--- config.mk ---
export PLATFORM = sky130hd
export DESIGN_NAME = mem_stage_ctrl
export DESIGN_NICKNAME = d
export VERILOG_FILES = /design/src/rtl/mem_stage_ctrl.sv
export SDC_FILE = /design/constraint.sdc
export NUM_CORES = 1
export LEC_CHECK = 0
export CAP_MARGIN = 10
export CORE_MARGIN = 2
export CORE_UTILIZATION = 40
export CTS_CLUSTER_SIZE = 20
export DETAILED_ROUTE_END_ITERATION = 16
export PLACE_DENSITY = 0.82
export SYNTH_ARGS = -nofsm -noshare
export SYNTH_HDL_FRONTEND = slang
export SYNTH_SLANG_ARGS = --single-unit
--- constraint.sdc ---
create_clock -name clock -period 2.3 [get_ports clock]
set_clock_uncertainty 0.1 [all_clocks]
set_input_delay 0.46 -clock clock [delete_from_list [all_inputs] [get_ports clock]]
set_output_delay 0.46 -clock clock [all_outputs]
set_load 0.01 [all_outputs]
--- src/rtl/mem_stage_ctrl.sv ---
// -----------------------------------------------------------------------------
// mem_stage_ctrl
//
// Memory-stage pipeline controller. An instruction arriving from EX (IR3_in)
// either passes straight through to the WB-stage register (IR4Wire_out) one
// cycle later, or, when it is a load/store, is parked in a hold register while
// the data memory access is in flight. During that access the block stalls
// upstream and emits bubbles (8'h0A) towards WB until mem_ready completes it.
//
// Optional feature, selected by the macro MEM_STAGE_TIMEOUT_EN:
//   a 4-bit wait counter aborts an access that sees no mem_ready for 16
//   MEM_WAIT cycles and sets the sticky mem_err flag. Without the macro the
//   access waits indefinitely and mem_err is tied to 0.
//
// Ports
//   clock        in   rising-edge clock
//   reset        in   asynchronous active-high reset
//   IR3_in       in   [7:0] instruction from EX, opcode in [3:0]
//   ir3_valid    in   IR3_in carries a real instruction
//   mem_ready    in   data memory completes the current access
//   MemRead      out  read strobe (MEM_WAIT with a held load)
//   MemWrite     out  write strobe (MEM_WAIT with a held store)
//   stall_out    out  upstream must hold IR3_in/ir3_valid
//   IR4Wire_out  out  [7:0] instruction register feeding WB
//   ir4_valid    out  IR4Wire_out carries a real instruction
//   mem_err      out  sticky memory-timeout flag
// -----------------------------------------------------------------------------
module mem_stage_ctrl (
    input  logic       clock,
    input  logic       reset,
    input  logic [7:0] IR3_in,
    input  logic       ir3_valid,
    input  logic       mem_ready,
    output logic       MemRead,
    output logic       MemWrite,
    output logic       stall_out,
    output logic [7:0] IR4Wire_out,
    output logic       ir4_valid,
    output logic       mem_err
);

    localparam logic [7:0] BUBBLE   = 8'h0A;
    localparam logic [3:0] OP_LOAD  = 4'b0000;
    localparam logic [3:0] OP_STORE = 4'b0010;

    typedef enum logic {
        RUN      = 1'b0,
        MEM_WAIT = 1'b1
    } state_t;

    state_t     state_reg;
    logic [7:0] hold_reg;
    logic [7:0] ir4_reg;
    logic       ir4_valid_reg;

    logic       in_is_mem;
    assign in_is_mem = (IR3_in[3:0] == OP_LOAD) || (IR3_in[3:0] == OP_STORE);

`ifdef MEM_STAGE_TIMEOUT_EN
    logic [3:0] wait_cnt_reg;
    logic       mem_err_reg;
`endif

    always_ff @(posedge clock or posedge reset) begin
        if (reset) begin
            state_reg     <= RUN;
            hold_reg      <= BUBBLE;
            ir4_reg       <= BUBBLE;
            ir4_valid_reg <= 1'b0;
`ifdef MEM_STAGE_TIMEOUT_EN
            wait_cnt_reg  <= 4'd0;
            mem_err_reg   <= 1'b0;
`endif
        end else begin
            case (state_reg)
                RUN: begin
                    // mem_ready is deliberately not looked at here.
                    if (ir3_valid && in_is_mem) begin
                        hold_reg      <= IR3_in;
                        state_reg     <= MEM_WAIT;
                        ir4_reg       <= BUBBLE;
                        ir4_valid_reg <= 1'b0;
`ifdef MEM_STAGE_TIMEOUT_EN
                        wait_cnt_reg  <= 4'd0;
`endif
                    end else if (ir3_valid) begin
                        ir4_reg       <= IR3_in;
                        ir4_valid_reg <= 1'b1;
                    end else begin
                        ir4_reg       <= BUBBLE;
                        ir4_valid_reg <= 1'b0;
                    end
                end
                MEM_WAIT: begin
                    if (mem_ready) begin
                        // Completion wins over a timeout on the same edge.
                        ir4_reg       <= hold_reg;
                        ir4_valid_reg <= 1'b1;
                        state_reg     <= RUN;
                    end else begin
                        ir4_reg       <= BUBBLE;
                        ir4_valid_reg <= 1'b0;
`ifdef MEM_STAGE_TIMEOUT_EN
                        // Counter reads 15 on the 16th cycle without ready.
                        if (wait_cnt_reg == 4'd15) begin
                            state_reg   <= RUN;
                            mem_err_reg <= 1'b1;
                        end else begin
                            wait_cnt_reg <= wait_cnt_reg + 4'd1;
                        end
`endif
                    end
                end
                default: begin
                    state_reg     <= RUN;
                    ir4_reg       <= BUBBLE;
                    ir4_valid_reg <= 1'b0;
                end
            endcase
        end
    end

    // Strobes and stall are pure decodes of registered state.
    assign stall_out   = (state_reg == MEM_WAIT);
    assign MemRead     = (state_reg == MEM_WAIT) && (hold_reg[3:0] == OP_LOAD);
    assign MemWrite    = (state_reg == MEM_WAIT) && (hold_reg[3:0] == OP_STORE);
    assign IR4Wire_out = ir4_reg;
    assign ir4_valid   = ir4_valid_reg;

`ifdef MEM_STAGE_TIMEOUT_EN
    assign mem_err = mem_err_reg;
`else
    assign mem_err = 1'b0;
`endif

endmodule
### Word-level counts from Yosys, hierarchy flattened

Index checks and enable logic that the tools add are counted.

| operators by class | value |
|---|---|
| eq/ne operators | 2 |
| mux-type cells | 11 |
| bitwise gates (word level) | 1 |
| reductions and logical operators | 7 |

Operator list:

| kind | number |
|---|---|
| two-way mux 8 bit | 3 |
| case mux 8 bit (2 select lines) | 1 |
| equality test 4 x 2 -> 1 bit (second input constant) | 2 |
| zero test 4 bit | 2 |
| two-way mux 1 bit | 5 |
| case mux 1 bit (2 select lines) | 2 |
| logical AND 1 bit | 3 |
| AND reduction 2 bit | 1 |
| logical OR 1 bit | 1 |
| NOT 1 bit | 1 |

| word-level totals | value |
|---|---|
| bits in registers | 18 |
| input port bits | 12 |
| output and inout bits | 13 |
| logic and storage cells | 25 |

### Logic depth before layout (Yosys ltp)

| depth | value |
|---|---|
| word-level depth | 5 |
| mapped depth | 3 |
| gate-level depth less buffers | 3 |

### Worst setup path after synthesis

OpenSTA, ideal clock, no wires.

| timing path | value |
|---|---|
| path type | reg2out |
| start | register state_reg (netlist: stall_out) |
| end | output MemWrite |
| arrival time | 1,013 ps |
| required time | 1,740 ps |
| slack | 727 ps |
| cell stages (with the launch flop) | 3 |
| buffers on the path | 0 |
| cells stage by stage | dfrtp_1 nand2b_1 nor4b_1 |

| between the ends | value |
|---|---|
| word-level cells in the longest chain between the ends | 1 |

RTL lines:

| item | line | source |
|---|---|---|
| from (decl) | 51 | `state_t state_reg;` |
| from (signal assigned) | 66 | `state_reg <= RUN;` |
| from (signal assigned) | 80 | `state_reg <= MEM_WAIT;` |
| from (signal assigned) | 99 | `state_reg <= RUN;` |
| logical AND 1 bit | 126 | `assign MemWrite = (state_reg == MEM_WAIT) && (hold_reg[3:0] == OP_STORE);` |
| to (decl) | 35 | `output logic MemWrite,` |

Every way passes these cells.

### Worst setup path after layout

| timing path | value |
|---|---|
| start | register hold_reg[3] |
| end | output MemRead |

| between the ends | value |
|---|---|
| word-level cells in the longest chain between the ends | 2 |

RTL lines:

| item | line | source |
|---|---|---|
| from (decl) | 52 | `logic [7:0] hold_reg;` |
| from (signal assigned) | 79 | `hold_reg <= IR3_in;` |
| zero test 4 bit | 125 | `assign MemRead = (state_reg == MEM_WAIT) && (hold_reg[3:0] == OP_LOAD);` |
| logical AND 1 bit | 125 |  |
| to (decl) | 34 | `output logic MemRead,` |

Every way passes these cells.

==> summary.md <==
| Metric | Value |
|---|---|
| Status | `finished, final reports clean` |
| Placer Congestion | `0.771` |
| Synth area leader | `dfrtp_1` |
| Worst min path class | `reg -> reg` |
| Max-cap violations | `0` |
| Gr usage total | `13.5%` |
| Grt ovf | `0` |
| Leakage power | `0.448 nW` |
| VDD IR max | `285 uV` |
| Yosys top cell area share | `48.9%` |
| Met1 Track Usage GR | `between 10% and 20%` |
| Delay-heaviest family, CP | `buffers and inverters` |
| Cell with the most instances after synthesis | `dfrtp_1` |
| Post-CTS setup repair buffer count | `0` |
| Layout area overhead | `41.2%` |
| WL final | `1.25 mm` |
| ANT nets after route | `0` |
| Synthesized cell area | `717 um^2` |
| Seq/Total Area, Yosys | `63.5%` |
| Detailed-route via count | `approximately 480` |
| CP Buf/Inv Count | `1` |
| Vias in the first global route | `441` |
| Drt via density | `4.71` |
| Largest net degree at the start of global routing | `19` |
| Synth Warn # | `0` |
| Worst rel slew slack | `between 50 and 60%` |
| I/O pin count | `25` |
| Period utilization | `95.9%` |
| Most frequent cells after synthesis | `14 x dfrtp_1, 6 x a22o_1, 5 x mux2_2` |
| Async S/R FF share, synth | `100%` |
| RSZ-0062 raised after global routing | `no` |
| Die height | `approximately 46 um` |
| Die width | `~46 um` |
| First-pass GRT wire length | `1.96 mm` |
| Placeable core region | `1710 um^2` |
| Worst flop-to-flop path startpoint | `stall_out$_DFF_PP0_` |
| Place WS | `0.304 ns` |
| Antenna diode count | `0` |
| CTS Buffer Depth | `2` |
| Die area | `2150 um^2` |
| Worst EP arrival | `1.64 ns` |
| # fillers | `133` |
| Hold violation count in the final report | `0` |
| Top_reg_cell synth | `dfrtp_1` |
| Worst Hold End | `IR4Wire_out[6]$_DFF_PP0_` |
| Avg WL per Cell | `12.4 um` |
| Post-DP HPWL | `about 970 um` |
| Reg clk slew, reported paths | `0.11 ns` |
| 1st-iter DRT viols | `6` |
| Final count of negative-setup-slack endpoints | `0` |
| Crit. End Element | `output pin` |
| Setup TNS Final | `0 ns` |
| Number of port buffers | `23` |
| Initial antenna violation count | `0` |
| Startpoint Class | `register` |
| Critical-path cell list | `nand2b_1 > nor4_1 > clkdlybuf4s50_1` |
| M3 GR Usage | `3.53%` |
| Synth Net Count | `63` |
| Tot Pwr | `about 0.68 mW` |
| DRC errors left | `0` |
| Clock buffer count from CTS | `3` |
| Hold depth | `1` |
| Initial core utilization | `42.0%` |
| Clk_lat worst skew | `0.28 ns` |
| Final Critical Period | `2.20 ns` |
| CTS Sinks | `18` |
| Resized cells post-CTS | `1` |
| Max incr delay on CP | `approximately 0.60 ns` |
| H-Tree Level Count | `1` |
| Final nets | `89` |
| RR Endpoint | `hold_reg[4]$_DFFE_PP0P_` |
| Final setup margin | `0.0951 ns` |
| TritonCTS clock tree | `built` |
| Max Slew Vio Count | `0` |
| CP max FO | `3` |
| Area of the multi-input gates | `248 um^2` |
| Crit-path slowest cell | `clkdlybuf4s50_1` |
| 1st-pass router iterations | `2` |
| Syn avg cell area | `14.1 um^2` |
| Worst slew pin tran | `roughly 0.65 ns` |
| Max frequency | `454 MHz` |
| Hold_buf cts | `0` |
| Syn Inst Count | `51` |
| Register area | `457 um^2` |
| Reg2Reg Depth | `3` |
| Post-synth EDFFs | `0` |
| FF-to-FF setup slack | `1.03 ns` |
| Worst EP required | `between 1.5 and 2 ns` |
| FP Rows | `15` |
| Synth area leaders | `dfrtp_1 49%, dfstp_2 15%, mux2_2 7.9%` |
| Hold_sp | `hold_reg[6]$_DFFE_PP0P_` |
| Netlist cell types | `19` |
| Yosys reg bits | `18` |
| P per Cell Area | `674 nW/um^2` |
| Clk root buf | `clkbuf_4` |
| Share of layout cells above drive strength 1 | `25.0%` |
| Critical path class | `reg -> out` |
| Top Usage Layer GRT | `met2` |
| Met2 Use GR | `19.4%` |
-- logic make-up (layout without fill, tap and decap cells) --
group	count (synthesis)	in the layout	share of synthesized area [%]
flip-flops	18	18	63.5
AND/OR/NAND/NOR	14	14	14.8
AO/OA/AOI/OAI	9	9	10.5
multiplexers	5	5	7.85
buffers and inverters	4	29	2.79
other	1	1	0.523
-- power breakdown --
| group | switching (mW) | internal, mW | leakage, nW |
|---|---|---|---|
| sequential | 0.0167 | 0.356 | 0.221 |
| clock | 0.0939 | 0.0962 | 0.0210 |
| combinational | 0.0443 | 0.0748 | 0.207 |
-- per-layer routing --
| layer | wire, um | up-vias |
|---|---|---|
| met5 | 0 | - |
| met4 | 17 | 0 |
| met3 | 73 | 2 |
| met2 | 590 | 24 |
| met1 | 570 | 223 |
| li1 | - | 227 |
-- area by class of cell --
type | count | share of cell area [%]
multi-input cells | 29 | 24.5
well taps | 25 | 3.09
flip-flops and latches | 18 | 45.1
repair buffers | 23 | 23.0
inverters | 2 | 0.742
clock buffers | 4 | 3.58
-- metrics by stage --
| stage | cell area (um^2) | utilization [%] | instances | hold slack, ns |
|---|---|---|---|---|
| final | 1010 | 59.3 | 101 | 0.403 |
| after global routing | 1010 | 59.3 | 101 | 0.421 |
| after CTS | 1000 | 58.8 | 101 | 0.406 |
| after detailed placement | 966 | 56.6 | 97 | 0.382 |
| after global placement | 966 | 56.6 | 97 | 0.373 |
| after floorplan | 717 | - | 51 | 0.296 |
-- how the worst max path moves through the flow --
stage                     depth (start not counted)  endpoint  slack, ns                     from
after floorplan                                   2  MemWrite       0.73      stall_out$_DFF_PP0_
after global placement                            3  MemWrite       0.35      stall_out$_DFF_PP0_
after detailed placement                          3  MemWrite       0.30      stall_out$_DFF_PP0_
after CTS                                         2  MemWrite       0.01  hold_reg[1]$_DFFE_PP1P_
after global routing                              3   MemRead       0.04  hold_reg[3]$_DFFE_PP1P_
final                                             3   MemRead        0.1  hold_reg[3]$_DFFE_PP1P_
-- layout by cell type (no fill, tap or decap) --
cell / instances
nand2_1: 2
nor4_1: 1
clkbuf_4: 3
nand2_2: 1
inv_1: 2
dfrtp_2: 1
nor2b_4: 1
dfstp_2: 4
nor3_4: 1
nand2b_1: 2
dfrtp_1: 13
mux2_2: 5
and2_1: 4
a22o_1: 6
o21ai_0: 1
dlymetal6s2s_1: 1
o22a_1: 2
and2b_4: 1
clkbuf_8: 1
clkdlybuf4s50_1: 22
conb_1: 1
nor4b_2: 1
Power figures use the tool's default switching activity.
